===== config.mk =====
export PLATFORM = sky130hd
export DESIGN_NAME = cordic_prerotate
export DESIGN_NICKNAME = d
export VERILOG_FILES = /design/src/rtl/cordic_pkg.sv /design/src/rtl/cordic_valid_delay.sv /design/src/rtl/cordic_prerotate.sv
export SDC_FILE = /design/constraint.sdc
export NUM_CORES = 1
export LEC_CHECK = 0
export CELL_PAD_IN_SITES_DETAIL_PLACEMENT = 0
export CELL_PAD_IN_SITES_GLOBAL_PLACEMENT = 1
export CORE_UTILIZATION = 33
export DETAILED_ROUTE_END_ITERATION = 6
export PLACE_DENSITY_LB_ADDON = 0.15
export SYNTH_ARGS = -nofsm -noshare
export SYNTH_HDL_FRONTEND = slang
export SYNTH_SLANG_ARGS = --single-unit

===== constraint.sdc =====
create_clock -name clk -period 5.6 [get_ports clk]
set_clock_uncertainty 0.05 [all_clocks]
set_input_delay 1.12 -clock clk [delete_from_list [all_inputs] [get_ports clk]]
set_output_delay 1.12 -clock clk [all_outputs]
set_load 0.1 [all_outputs]

===== src/rtl/cordic_pkg.sv =====
// Shared CORDIC constants: gain-compensated start magnitude, angle encodings,
// default chain length and the quadrant-fold predicate.
package cordic_pkg;

    localparam int                 ANGLE_W         = 16;
    localparam int                 STAGES_DEFAULT  = 16;
    localparam logic signed [15:0] K_INIT_DEFAULT  = 16'sd19897;
    localparam logic [15:0]        PI_HALF         = 16'h4000;
    localparam logic [15:0]        PI              = 16'h8000;

    // Angles in the left half-plane need a pi rotation before the chain.
    // This covers 0x4000..0xBFFF; exactly -pi/2 (0xC000) is not folded.
    function automatic logic fold_needed(input logic [ANGLE_W-1:0] angle);
        return angle[ANGLE_W-1] != angle[ANGLE_W-2];
    endfunction

endpackage


===== src/rtl/cordic_valid_delay.sv =====
// Shift register that carries a sample-valid bit alongside the CORDIC chain.
module cordic_valid_delay #(
    parameter int DEPTH = 17
) (
    input  logic clk,
    input  logic rst,
    input  logic d,
    output logic q
);

    logic [DEPTH-1:0] v_q;

    always_ff @(posedge clk or posedge rst) begin
        if (rst) begin
            v_q <= '0;
        end else begin
            v_q[0] <= d;
            for (int i = 1; i < DEPTH; i++) begin
                v_q[i] <= v_q[i-1];
            end
        end
    end

    assign q = v_q[DEPTH-1];

endmodule


===== src/rtl/cordic_prerotate.sv =====
// Front end of the CORDIC chain: folds the angle into the right half-plane,
// seeds x0/y0/z0, tracks result-FIFO credits and delays the valid to the chain end.
module cordic_prerotate
    import cordic_pkg::*;
#(
    parameter int                 STAGES  = STAGES_DEFAULT,
    parameter int                 CREDITS = 4,
    parameter logic signed [15:0] K_INIT  = K_INIT_DEFAULT
) (
    input  logic                clk,
    input  logic                rst,
    input  logic                in_valid,
    output logic                in_ready,
    input  logic [15:0]         in_angle,
    output logic signed [15:0]  x0,
    output logic signed [15:0]  y0,
    output logic [15:0]         z0,
    output logic                res_valid,
    input  logic                res_pop,
    output logic                credit_err
);

    localparam int CW = $clog2(CREDITS + 1);

    logic                accept;
    logic                fold;
    logic signed [15:0]  x0_d, x0_q;
    logic signed [15:0]  y0_d, y0_q;
    logic [15:0]         z0_d, z0_q;
    logic [CW-1:0]       credit_d, credit_q;
    logic                err_d, err_q;

    // in_ready depends only on registered credit state, never on in_valid.
    assign in_ready = (credit_q != '0);
    assign accept   = in_valid & in_ready;
    assign fold     = fold_needed(in_angle);

    // Outputs are zero on any cycle that follows a non-accepting edge.
    always_comb begin
        x0_d = '0;
        y0_d = '0;
        z0_d = '0;
        if (accept) begin
            if (fold) begin
                x0_d = -K_INIT;
                z0_d = {~in_angle[15], in_angle[14:0]};
            end else begin
                x0_d = K_INIT;
                z0_d = in_angle;
            end
        end
    end

    always_comb begin
        credit_d = credit_q;
        err_d    = err_q;
        case ({accept, res_pop})
            2'b10: credit_d = credit_q - CW'(1);
            2'b01: begin
                if (credit_q == CW'(CREDITS)) begin
                    err_d = 1'b1;
                end else begin
                    credit_d = credit_q + CW'(1);
                end
            end
            default: credit_d = credit_q;
        endcase
    end

    always_ff @(posedge clk or posedge rst) begin
        if (rst) begin
            x0_q     <= '0;
            y0_q     <= '0;
            z0_q     <= '0;
            credit_q <= CW'(CREDITS);
            err_q    <= 1'b0;
        end else begin
            x0_q     <= x0_d;
            y0_q     <= y0_d;
            z0_q     <= z0_d;
            credit_q <= credit_d;
            err_q    <= err_d;
        end
    end

    assign x0         = x0_q;
    assign y0         = y0_q;
    assign z0         = z0_q;
    assign credit_err = err_q;

    // One flop registers the accept, then STAGES more follow the chain.
    cordic_valid_delay #(
        .DEPTH(STAGES + 1)
    ) u_valid_delay (
        .clk(clk),
        .rst(rst),
        .d  (accept),
        .q  (res_valid)
    );

endmodule


==> summary by stage <==
Synthesis
The gate count after technology mapping is 124. The netlist area before placement is 1560 um2. The post-synthesis sequential area ratio is 62.5%.

In this run the mean area of a mapped cell was about 13 um2. The simple logic cell fraction of the synthesized area is 11.0%. The post-synthesis sequential element count is 39. The adder-cell share of the synthesized area is ~1.3%. By area the synthesized netlist is led by sky130_fd_sc_hd__dfrtp_1 (61%), sky130_fd_sc_hd__buf_4 (14%), sky130_fd_sc_hd__and3_1 (6.8%). The synthesized netlist contains 25 unique library cells. Summing the areas of all compound-gate instances in the mapped netlist gives under 10% of the synthesized area.

Summed over its instances, the top area cell type makes up 60.8% of the synthesized netlist area. During synthesis, Yosys emitted a total of 0 warnings. The main combinational cell family by area after synthesis is buffers and inverters. Of the post-synthesis cell area, the part taken by muxes is 1.28%. The xor and xnor area share after synthesis is 1.12%. The biggest area contributor in the post-synthesis netlist is sky130_fd_sc_hd__dfrtp_1.

Setup path
The worst reg2reg path startpoint is credit_q[0]. The data required time at the worst endpoint is 4.43 ns. The most critical setup path has its startpoint at credit_q[2].

The worst setup path is launched from a flip-flop. The setup path with the least slack is of type flip-flop to primary output. The critical path capture point type is a primary output. Data arrives at the worst endpoint at 2.32 ns. The critical-path maximum fanout is 19.

Global route
Global routing used 11.5% of the available tracks across all layers. The remaining global-route overflow is 0. The global-route wire length before repair is between 4000 and 5000 um. The via count of the first global-routing pass was 907. Entering global routing, the biggest net connects 40 pins.

The initial antenna violation count is 0.

CTS
The deepest level of the CTS H-tree is 2. Once the clock tree was built, the resizer swapped 0 gates to a different size. The clock insertion delay at the later pin of the skew report is between 0.2 and 0.3 ns. The post-CTS setup buffer count is 0. Clock tree synthesis inserted a total of 5 buffers.

The maximum buffer depth of the clock tree is 2. In this run the clock root is driven by a sky130_fd_sc_hd__clkbuf_8. After clock tree synthesis, the clock-pin slew on the worst setup and hold paths is 0.08 ns. The TritonCTS clock tree is built. CTS saw 39 sinks.

For this design, the CTS-stage hold fixing added 0 buffers.

Power
The cell-internal power is roughly 0.00061 W. The analysis attributes to cell leakage a power of about 0.98 nW. Per report_power, the clock group accounts for around 20% of the total. IR analysis of the VDD net gives a maximum drop of ~250 uV. The power density over cell area is 579 nW/um2.

The switching power summed over all nets is between 0.0005 and 0.0006 W. Of the total power, the share spent switching nets is 49.2%. In this run, the combinational gates consume 47.8% of the power.

In this run, flip-flops and latches consume 32.4% of the power.

Die
The number of rows in the core area is 24. The die outline height is 70.8 um. From left edge to right edge, the die measures 70.8 um. The total die area is 5010 um2. The initial core utilization is about a third. The boundary pin count is around 70.

The core region is 4440 um2.

Drt
The number of design rule violations left after detail routing is 14. The number of design-rule violations left by the first detailed-router iteration is 70. The via count is a little over 900. The average wire per cell in the routed design is 12.2 um. The detailed-routing iteration count for the pre-antenna-repair pass is 7. The count of nets left with antenna violations after detail routing is 0. After detailed routing, the number of vias per cell comes to 4.30.

The wire length reported by the detailed router is between 2000 and 3000 um.

Timing
The max-slew headroom at the worst pin is 34.4%. Setup repair after global routing left no endpoint under its margin. The count of endpoints failing setup in the final report is 0. The worst path setup slack after routing is 2.11 ns. The final critical path time including I/O delays and setup is 3.49 ns. For the pin with the worst max-slew slack, the measured transition is 0.981 ns. The final worst-path cycle share is 62.3%. The number of hold-slack violations in the final timing report is 0. Adding up every negative setup slack in the final design gives 0 ns. The highest clock rate is 287 MHz.

The number of pins exceeding their max-slew limit in the final report is 0.

Layout
After routing the design area is 2070 um2. 0 antenna diodes ended up in the layout. Cells with a size suffix above 1 make up 6.67% of the layout. For this run, the share of the core covered by cells in the final layout is 46.6%.

The net count of the finished layout is 185. The area growth from synthesis to layout is 32.4%.

Run status
The checks that failed: design-rule violations. The flow ran to the end, but the final reports show violations.

Flow run
The number of maximum-capacitance constraint violations is 0.

Placed design
Routability-driven placement finished with a final weighted congestion of 0.672. After detailed placement, the total cell area comes to around 2000 um2. The setup slack at placement is 2.10 ns. The count of port buffers added during placement is 54. After legalization and detailed placement, the total HPWL measured 1830 um.

Worst hold path
The startpoint of the lowest-slack hold path is u_valid_delay.v_q[11]. The tightest min-delay check is of the flip-flop to flip-flop type.
[layer usage]
metal	global-route usage [%]	vias to the layer above	share of wire, %
li1	-	436	-
met1	15.0	431	45
met5	0	-	0
met4	4.67	0	0.75
met3	6.41	2	13
met2	15.6	65	41
[path summary, 6_finish.rpt]
check	end	cells after the start	slack, ns
worst max-delay path	in_ready	2	2.11
worst min-delay path	u_valid_delay.v_q[12]	0	0.30
worst max register to register	credit_q[2]	6	3.22
worst min register to register	u_valid_delay.v_q[12]	0	0.30
max in group asynchronous	credit_q[2]	3	3.95
min in group asynchronous	z0[13]	3	1.19
[synthesized netlist by cell type, drive strengths merged]
master / count
xnor2: 2
a31oi: 1
fa: 1
buf: 34
o311ai: 1
or3b: 1
a41o: 1
nor2: 4
o211ai: 2
clkbuf: 3
inv: 4
mux2i: 2
nand3: 2
nand2: 4
o21ai: 2
nor2b: 1
and3: 17
dfstp: 1
dfrtp: 38
o21bai: 1
conb: 1
or3: 1
[sequential cells by signal, summed over array words and instances (netlist names)]
signal,flops
credit_err,1
credit_q,3
u_valid_delay.v_q,17
x0,2
z0,16
[critical path, cell delays in order (launching register included)]
cell                              delay [ns]
sky130_fd_sc_hd__dfstp_2                0.62
sky130_fd_sc_hd__or3_4                  0.25
sky130_fd_sc_hd__clkdlybuf4s50_1        1.16
[per-stage QoR]
stage | instances | hold WS, ns | total power [W]
floorplan | 139 | 0.281 | 0.000896
global placement | 209 | 0.285 | 0.000963
detailed placement | 209 | 0.285 | 0.000969
CTS | 217 | 0.305 | 0.00121
global route | 217 | 0.310 | 0.00126
finish | 217 | 0.300 | 0.00120
[power by group through the flow]
stage               combinational (W)  sequential [W]  clock, W
global placement             0.000570        0.000393         0
detailed placement           0.000575        0.000394         0
floorplan                    0.000342        0.000554         0
CTS                          0.000576        0.000390  0.000245
finish                       0.000573        0.000389  0.000236
global route                 0.000597        0.000400  0.000260
[layout make-up]
type	instances	area, um2
Clock buffer	5	68.8
Timing Repair Buffer	55	548
Fill cell	422	2370
Sequential cell	39	977
Multi-Input combinational cell	59	348
Clock inverter	3	47.5
Tap cell	52	65.1
Inverter	4	15.0
[logic make-up (layout without fill, tap and decap cells)]
logic type | Yosys count | in the layout
other | 1 | 16
flip-flops | 39 | 39
AO/OA/AOI/OAI | 8 | 8
multiplexers | 2 | 2
adder cells (fa/ha/maj) | 1 | 1
AND/OR/NAND/NOR | 30 | 30
buffers and inverters | 41 | 67
XOR/XNOR | 2 | 2
[placed cells by master (no fill, tap or decap)]
master                            instances
sky130_fd_sc_hd__a31oi_1                  1
sky130_fd_sc_hd__a41o_1                   1
sky130_fd_sc_hd__and3_1                  17
sky130_fd_sc_hd__buf_4                    1
sky130_fd_sc_hd__bufinv_16                1
sky130_fd_sc_hd__clkbuf_8                 5
sky130_fd_sc_hd__clkdlybuf4s50_1         54
sky130_fd_sc_hd__clkinv_4                 1
sky130_fd_sc_hd__conb_1                  16
sky130_fd_sc_hd__dfrtp_1                 38
sky130_fd_sc_hd__dfstp_2                  1
sky130_fd_sc_hd__fa_1                     1
sky130_fd_sc_hd__inv_1                    4
sky130_fd_sc_hd__inv_6                    1
sky130_fd_sc_hd__mux2i_1                  2
sky130_fd_sc_hd__nand2_1                  4
sky130_fd_sc_hd__nand3_1                  2
sky130_fd_sc_hd__nor2_1                   4
sky130_fd_sc_hd__nor2b_1                  1
sky130_fd_sc_hd__o211ai_1                 2
sky130_fd_sc_hd__o21ai_0                  2
sky130_fd_sc_hd__o21bai_1                 1
sky130_fd_sc_hd__o311ai_1                 1
sky130_fd_sc_hd__or3_4                    1
sky130_fd_sc_hd__or3b_1                   1
sky130_fd_sc_hd__xnor2_1                  2
No activity file was read; power rests on OpenSTA's default activity.
